==> config.mk <==
export PLATFORM = sky130hd
export DESIGN_NAME = uart_cmd_ctrl
export DESIGN_NICKNAME = d
export VERILOG_FILES = /design/src/rtl/uart_cmd_ctrl.sv
export SDC_FILE = /design/constraint.sdc
export NUM_CORES = 1
export LEC_CHECK = 0
export CAP_MARGIN = 20
export CORE_ASPECT_RATIO = 1.5
export CORE_MARGIN = 10
export CORE_UTILIZATION = 62
export DETAILED_ROUTE_END_ITERATION = 10
export DONT_BUFFER_PORTS = 1
export GPL_TIMING_DRIVEN = 0
export MAX_ROUTING_LAYER = met4
export PLACE_DENSITY = 0.78
export SYNTH_ARGS = -nofsm -noshare
export SYNTH_HDL_FRONTEND = slang
export SYNTH_SLANG_ARGS = --single-unit
==> constraint.sdc <==
create_clock -name clk -period 3 [get_ports clk]
set_clock_uncertainty 0.15 [all_clocks]
set_input_delay 0.15 -clock clk [delete_from_list [all_inputs] [get_ports clk]]
set_output_delay 0.15 -clock clk [all_outputs]
set_load 0.05 [all_outputs]
==> src/rtl/uart_cmd_ctrl.sv <==
// uart_cmd_ctrl: assembles 3-byte commands from a UART receiver (MSB first)
// and sends 16-bit responses as two bytes through a UART transmitter.
// The RX and TX sides are independent FSMs; every output is a flop.
module uart_cmd_ctrl #(
  parameter int TIMEOUT_CYC = 50000
) (
  input  logic        clk,
  input  logic        rst,
  input  logic        rx_rdy,
  input  logic [7:0]  rx_data,
  output logic        clr_rx_rdy,
  input  logic        tx_done,
  output logic        trmt,
  output logic [7:0]  tx_data,
  output logic [23:0] cmd,
  output logic        cmd_rdy,
  input  logic        clr_cmd_rdy,
  output logic        cmd_ovr,
  input  logic [15:0] resp_data,
  input  logic        send_resp,
  output logic        resp_busy,
  output logic        resp_sent
);

  // Gap counter only has to reach TIMEOUT_CYC-1.
  localparam int GW = (TIMEOUT_CYC > 2) ? $clog2(TIMEOUT_CYC) : 1;
  localparam logic [GW-1:0] GAP_LAST = GW'(TIMEOUT_CYC - 1);

  typedef enum logic [1:0] {RX_B0, RX_B1, RX_B2} rx_state_t;
  typedef enum logic [2:0] {TX_IDLE, TX_HI, TX_WAIT_HI, TX_LO, TX_WAIT_LO} tx_state_t;

  rx_state_t   rx_state_q, rx_state_d;
  logic [GW-1:0] gap_q, gap_d;
  logic [7:0]  byte0_q, byte0_d;
  logic [7:0]  byte1_q, byte1_d;
  logic [23:0] cmd_q, cmd_d;
  logic        cmd_rdy_q, cmd_rdy_d;
  logic        cmd_ovr_q, cmd_ovr_d;
  logic        clr_rx_rdy_q, clr_rx_rdy_d;
  logic        rx_take;
  logic        cmd_done;

  tx_state_t   tx_state_q, tx_state_d;
  logic [15:0] resp_q, resp_d;
  logic [7:0]  tx_data_q, tx_data_d;
  logic        trmt_q, trmt_d;
  logic        resp_busy_q, resp_busy_d;
  logic        resp_sent_q, resp_sent_d;

  // RX next-state: byte capture, gap timeout, command completion flags.
  // A byte arriving on the timeout cycle is still accepted.
  always_comb begin
    rx_state_d   = rx_state_q;
    gap_d        = gap_q;
    byte0_d      = byte0_q;
    byte1_d      = byte1_q;
    cmd_d        = cmd_q;
    cmd_done     = 1'b0;
    rx_take      = rx_rdy & ~clr_rx_rdy_q;
    clr_rx_rdy_d = rx_take;
    case (rx_state_q)
      RX_B0: begin
        gap_d = '0;
        if (rx_take) begin
          byte0_d    = rx_data;
          rx_state_d = RX_B1;
        end
      end
      RX_B1: begin
        if (rx_take) begin
          byte1_d    = rx_data;
          gap_d      = '0;
          rx_state_d = RX_B2;
        end else if (gap_q == GAP_LAST) begin
          gap_d      = '0;
          rx_state_d = RX_B0;
        end else begin
          gap_d = gap_q + 1'b1;
        end
      end
      RX_B2: begin
        if (rx_take) begin
          cmd_d      = {byte0_q, byte1_q, rx_data};
          cmd_done   = 1'b1;
          gap_d      = '0;
          rx_state_d = RX_B0;
        end else if (gap_q == GAP_LAST) begin
          gap_d      = '0;
          rx_state_d = RX_B0;
        end else begin
          gap_d = gap_q + 1'b1;
        end
      end
      default: begin
        gap_d      = '0;
        rx_state_d = RX_B0;
      end
    endcase
    // Completion beats a simultaneous host clear.
    cmd_rdy_d = cmd_done | (cmd_rdy_q & ~clr_cmd_rdy);
    cmd_ovr_d = (cmd_done & cmd_rdy_q) | (cmd_ovr_q & ~clr_cmd_rdy);
  end

  // TX next-state: high byte then low byte; trmt_q high marks the first
  // wait cycle, during which the stale tx_done level is ignored.
  always_comb begin
    tx_state_d  = tx_state_q;
    resp_d      = resp_q;
    tx_data_d   = tx_data_q;
    trmt_d      = 1'b0;
    resp_sent_d = 1'b0;
    case (tx_state_q)
      TX_IDLE: begin
        if (send_resp) begin
          resp_d     = resp_data;
          tx_state_d = TX_HI;
        end
      end
      TX_HI: begin
        trmt_d     = 1'b1;
        tx_data_d  = resp_q[15:8];
        tx_state_d = TX_WAIT_HI;
      end
      TX_WAIT_HI: begin
        if (!trmt_q && tx_done) tx_state_d = TX_LO;
      end
      TX_LO: begin
        trmt_d     = 1'b1;
        tx_data_d  = resp_q[7:0];
        tx_state_d = TX_WAIT_LO;
      end
      TX_WAIT_LO: begin
        if (!trmt_q && tx_done) begin
          resp_sent_d = 1'b1;
          tx_state_d  = TX_IDLE;
        end
      end
      default: tx_state_d = TX_IDLE;
    endcase
    resp_busy_d = (tx_state_d != TX_IDLE);
  end

  // RX state and command registers.
  always_ff @(posedge clk or posedge rst) begin
    if (rst) begin
      rx_state_q   <= RX_B0;
      gap_q        <= '0;
      byte0_q      <= '0;
      byte1_q      <= '0;
      cmd_q        <= '0;
      cmd_rdy_q    <= 1'b0;
      cmd_ovr_q    <= 1'b0;
      clr_rx_rdy_q <= 1'b0;
    end else begin
      rx_state_q   <= rx_state_d;
      gap_q        <= gap_d;
      byte0_q      <= byte0_d;
      byte1_q      <= byte1_d;
      cmd_q        <= cmd_d;
      cmd_rdy_q    <= cmd_rdy_d;
      cmd_ovr_q    <= cmd_ovr_d;
      clr_rx_rdy_q <= clr_rx_rdy_d;
    end
  end

  // TX state and response registers.
  always_ff @(posedge clk or posedge rst) begin
    if (rst) begin
      tx_state_q  <= TX_IDLE;
      resp_q      <= '0;
      tx_data_q   <= '0;
      trmt_q      <= 1'b0;
      resp_busy_q <= 1'b0;
      resp_sent_q <= 1'b0;
    end else begin
      tx_state_q  <= tx_state_d;
      resp_q      <= resp_d;
      tx_data_q   <= tx_data_d;
      trmt_q      <= trmt_d;
      resp_busy_q <= resp_busy_d;
      resp_sent_q <= resp_sent_d;
    end
  end

  assign clr_rx_rdy = clr_rx_rdy_q;
  assign cmd        = cmd_q;
  assign cmd_rdy    = cmd_rdy_q;
  assign cmd_ovr    = cmd_ovr_q;
  assign trmt       = trmt_q;
  assign tx_data    = tx_data_q;
  assign resp_busy  = resp_busy_q;
  assign resp_sent  = resp_sent_q;

endmodule

==> results.sh <==
export IMPL_drt_first_pass_iters=5
export IMPL_hold_viol_final=0
export IMPL_cts_buffers_inserted=9
export IMPL_grt_max_degree=68
export IMPL_ff2ff_setup_slack_ps=560
export IMPL_worstPathCellList="nand2b_1 > clkinv_1 > nand2_1 > buf_2 > mux2_2"
export IMPL_yosysWarnings=0
export IMPL_p_per_area_nw_per_um2=1078
export IMPL_hold_class="input port to async pin"
export IMPL_critPathCaptureType="register"
export IMPL_use_met3_pct=6.980
export IMPL_crit_family="flip-flops"
export IMPL_period_share_pct=81.21
export IMPL_period_needed_ps=2436
export IMPL_cp_required_ps=3090
export IMPL_r2r_start="clr_rx_rdy"
export IMPL_slew_viol_final=0
export IMPL_fp_dieH_um=114.6
export IMPL_post_cts_buffers=0
export IMPL_finalSetupViolCount=0
export IMPL_critical_path_class="register to register"
export IMPL_core_region_area_um2=5786
export IMPL_dp_hpwl_um=5126
export IMPL_async_reset_ff_share_pct=100.0
export IMPL_syn_inst=276
export IMPL_synth_top_area_share_pct=61.51
export IMPL_fmax_ghz=0.4105
export IMPL_initial_core_util_pct=63.99
export IMPL_rsz0062_at_grt="false"
export IMPL_portBuffers=0
export IMPL_ant_nets=0
export IMPL_tightestPinTransition_ps=823.8
export IMPL_ys_seq_elements=91
export IMPL_ir_worst_vdd_mv=0.7210
export IMPL_max_stage_delay_ps=640
export IMPL_rows=34
export IMPL_total_power_w=0.004623
export IMPL_clockBufferDepth=2
export IMPL_grt_overflow_total=0
export IMPL_netlist_area_um2=3702
export IMPL_r2r_cells=5
export IMPL_syn_mean_instance_area_um2=13.41
export IMPL_status="finished, final reports clean"
export IMPL_via_per_inst=5.520
export IMPL_insertion_delay_ps=360
export IMPL_wl_um=7056
export IMPL_synth_top_flop_cell="dfrtp_1"
export IMPL_cp_arrival_ps=2530
export IMPL_final_cell_count_no_fill=394
export IMPL_ys_types=30
export IMPL_clk_pin_slew_worst_paths_ps=90
export IMPL_clock_sinks=91
export IMPL_antenna_found_initial=0
export IMPL_ys_top_cells_by_area="dfrtp_1 (62%), mux2_2 (17%), xnor2_1 (3.1%), mux2i_1 (2.4%), nor2_1 (2.2%)"
export IMPL_pin_count=68
export IMPL_drc=0
export IMPL_grt_usage_pct=16.37
export IMPL_synth_seq_area_share_pct=61.51
export IMPL_final_layout_size_suffix_gt1_share_pct=25.16
export IMPL_met2_usage_pct=27.17
export IMPL_h_tree_depth=3
export IMPL_p_leak_nw=1.870
export IMPL_gp_congestion=0.8275
export IMPL_start_kind="register"
export IMPL_synth_edf_count=0
export IMPL_grt_pass1_vias=2419
export IMPL_syn_to_final_growth_pct=15.88
export IMPL_dieArea_um2=9526
export IMPL_cts_root_buf="clkbuf_8"
export IMPL_met1_usage_pct=16.92
export IMPL_slew_headroom_pct=44.94
export IMPL_dpl_cell_count=349
export IMPL_drtIter0Drc=115
export IMPL_yosysTopAreaCell="dfrtp_1"
export IMPL_nFillCells=397
export IMPL_fp_dieW_um=83.10
export IMPL_maxCapViolations=0
export IMPL_synth_fp_nets=311
export IMPL_wl_per_cell_um=17.91
export IMPL_num_antenna_cells=0
export IMPL_via_count=2175
export IMPL_cp_max_fo=10
export IMPL_r2r_end="cmd[17]"
export IMPL_cp_num_buf_inv=2
export IMPL_cts_tree="built"
export IMPL_fin_nets=352
export IMPL_grt_pass1_wl_um=12390
export IMPL_top_usage_layer="met2"
export IMPL_critPathSlowestCell="dfrtp_1"
cells by family (layout without fill, tap and decap cells):
family / Yosys count / after routing / share of synthesized area, %
AOI/OAI and AO/OA: 14 / 14 / 2.129
DFF: 91 / 91 / 61.51
and+or+nand+nor: 68 / 68 / 9.496
muxes: 65 / 65 / 19.47
adders and majority gates: 5 / 5 / 1.690
xor gates and xnor gates: 15 / 15 / 3.549
buffers and inverters: 18 / 64 / 2.163
cells in the mapped netlist (2+ instances only):
cell type and number:
dfrtp_1 91, mux2_2 56, nor2_1 22, nand2_1 16, xnor2_1 13, inv_1 10
o21ai_0 10, mux2i_1 9, ha_1 5, nand3_1 5, nor3_1 5, buf_2 4
nand4_1 4, nor4_1 4, and3_1 2, clkbuf_1 2, nand2b_1 2, o32ai_1 2
or4b_1 2, xor2_1 2
layout make-up:
type | count | area [um^2] | share of cell area (%)
Buffer | 7 | 38.79 | 0.9041
Clock buffer | 10 | 127.6 | 2.975
Clock inverter | 6 | 50.05 | 1.167
Inverter | 11 | 43.79 | 1.021
Multi-Input combinational cell | 167 | 1345 | 31.35
Sequential cell | 91 | 2277 | 53.08
Tap cell | 72 | 90.09 | 2.100
Timing Repair Buffer | 30 | 317.8 | 7.407
layer usage:
layer / vias to the layer above / share of wire, % / wire length (um)
li1: 1036 / - / -
met1: 1075 / 37 / 2643
met2: 56 / 53 / 3739
met3: 8 / 8.1 / 570
met4: 0 / 1.5 / 103
met5: - / 0 / 0
report_power, final:
part / switching (W) / internal (W) / leakage, nW
Clock: 0.000434 / 0.000311 / 0.0888
Sequential: 0.00113 / 0.00170 / 1.14
Combinational: 0.000472 / 0.000577 / 0.643
stage by stage:
stage          hold WS [ps]  setup TNS, ps  worst slack, ps  area, um^2  util, %
5_1_grt               90.32              0            328.8        4290    74.16
2_1_floorplan         96.45              0            336.4        3702        -
3_5_place_dp         -140.5              0            551.5        3822    66.07
4_1_cts               82.22              0            542.4        4290    74.16
3_3_place_gp          97.84         -44390           -492.8        3792    65.55
6_report              82.05              0            563.8        4290    74.16
state kept, by name, summed over array words and instances, names as in the netlist:
register	cells
tx_state_q	3
cmd	24
rx_state_q	2
resp_q	16
gap_q	16
trmt	1
tx_data	8
cmd_rdy	1
clr_rx_rdy	1
cmd_ovr	1
resp_busy	1
resp_sent	1
byte1_q	8
byte0_q	8
how the worst max path moves through the flow:
stage,from,endpoint,slack (ps),cells past startpoint
after floorplan,rst,byte0_q[0],340,1
after global placement,rst,cmd[5],-490,1
after detailed placement,clr_rx_rdy,cmd[6],550,5
after CTS,clr_rx_rdy,cmd[17],540,5
after global routing,clr_rx_rdy,cmd[11],330,5
final,clr_rx_rdy,cmd[17],560,5
timing repair:
action | in CTS | in global routing
setup endpoints to repair | 0 | 0
resized for setup | 0 | 0
hold buffers | 29 | 0
hold endpoints to repair | 142 | 0
placed cells by master (no fill, tap or decap), types with 2 or more instances in the layout:
master         count
and3_1             2
buf_2              4
clkbuf_1           3
clkbuf_8           9
clkinv_4           2
dfrtp_1           91
dlygate4sd3_1     29
ha_1               5
inv_1              9
mux2_2            56
mux2i_1            9
nand2_1           16
nand2b_1           2
nand3_1            5
nand4_1            4
nor2_1            22
nor3_1             5
nor4_1             4
o21ai_0           10
o32ai_1            2
or4b_1             2
xnor2_1           13
xor2_1             2
Note: power is estimated with default switching activity, not from simulation.
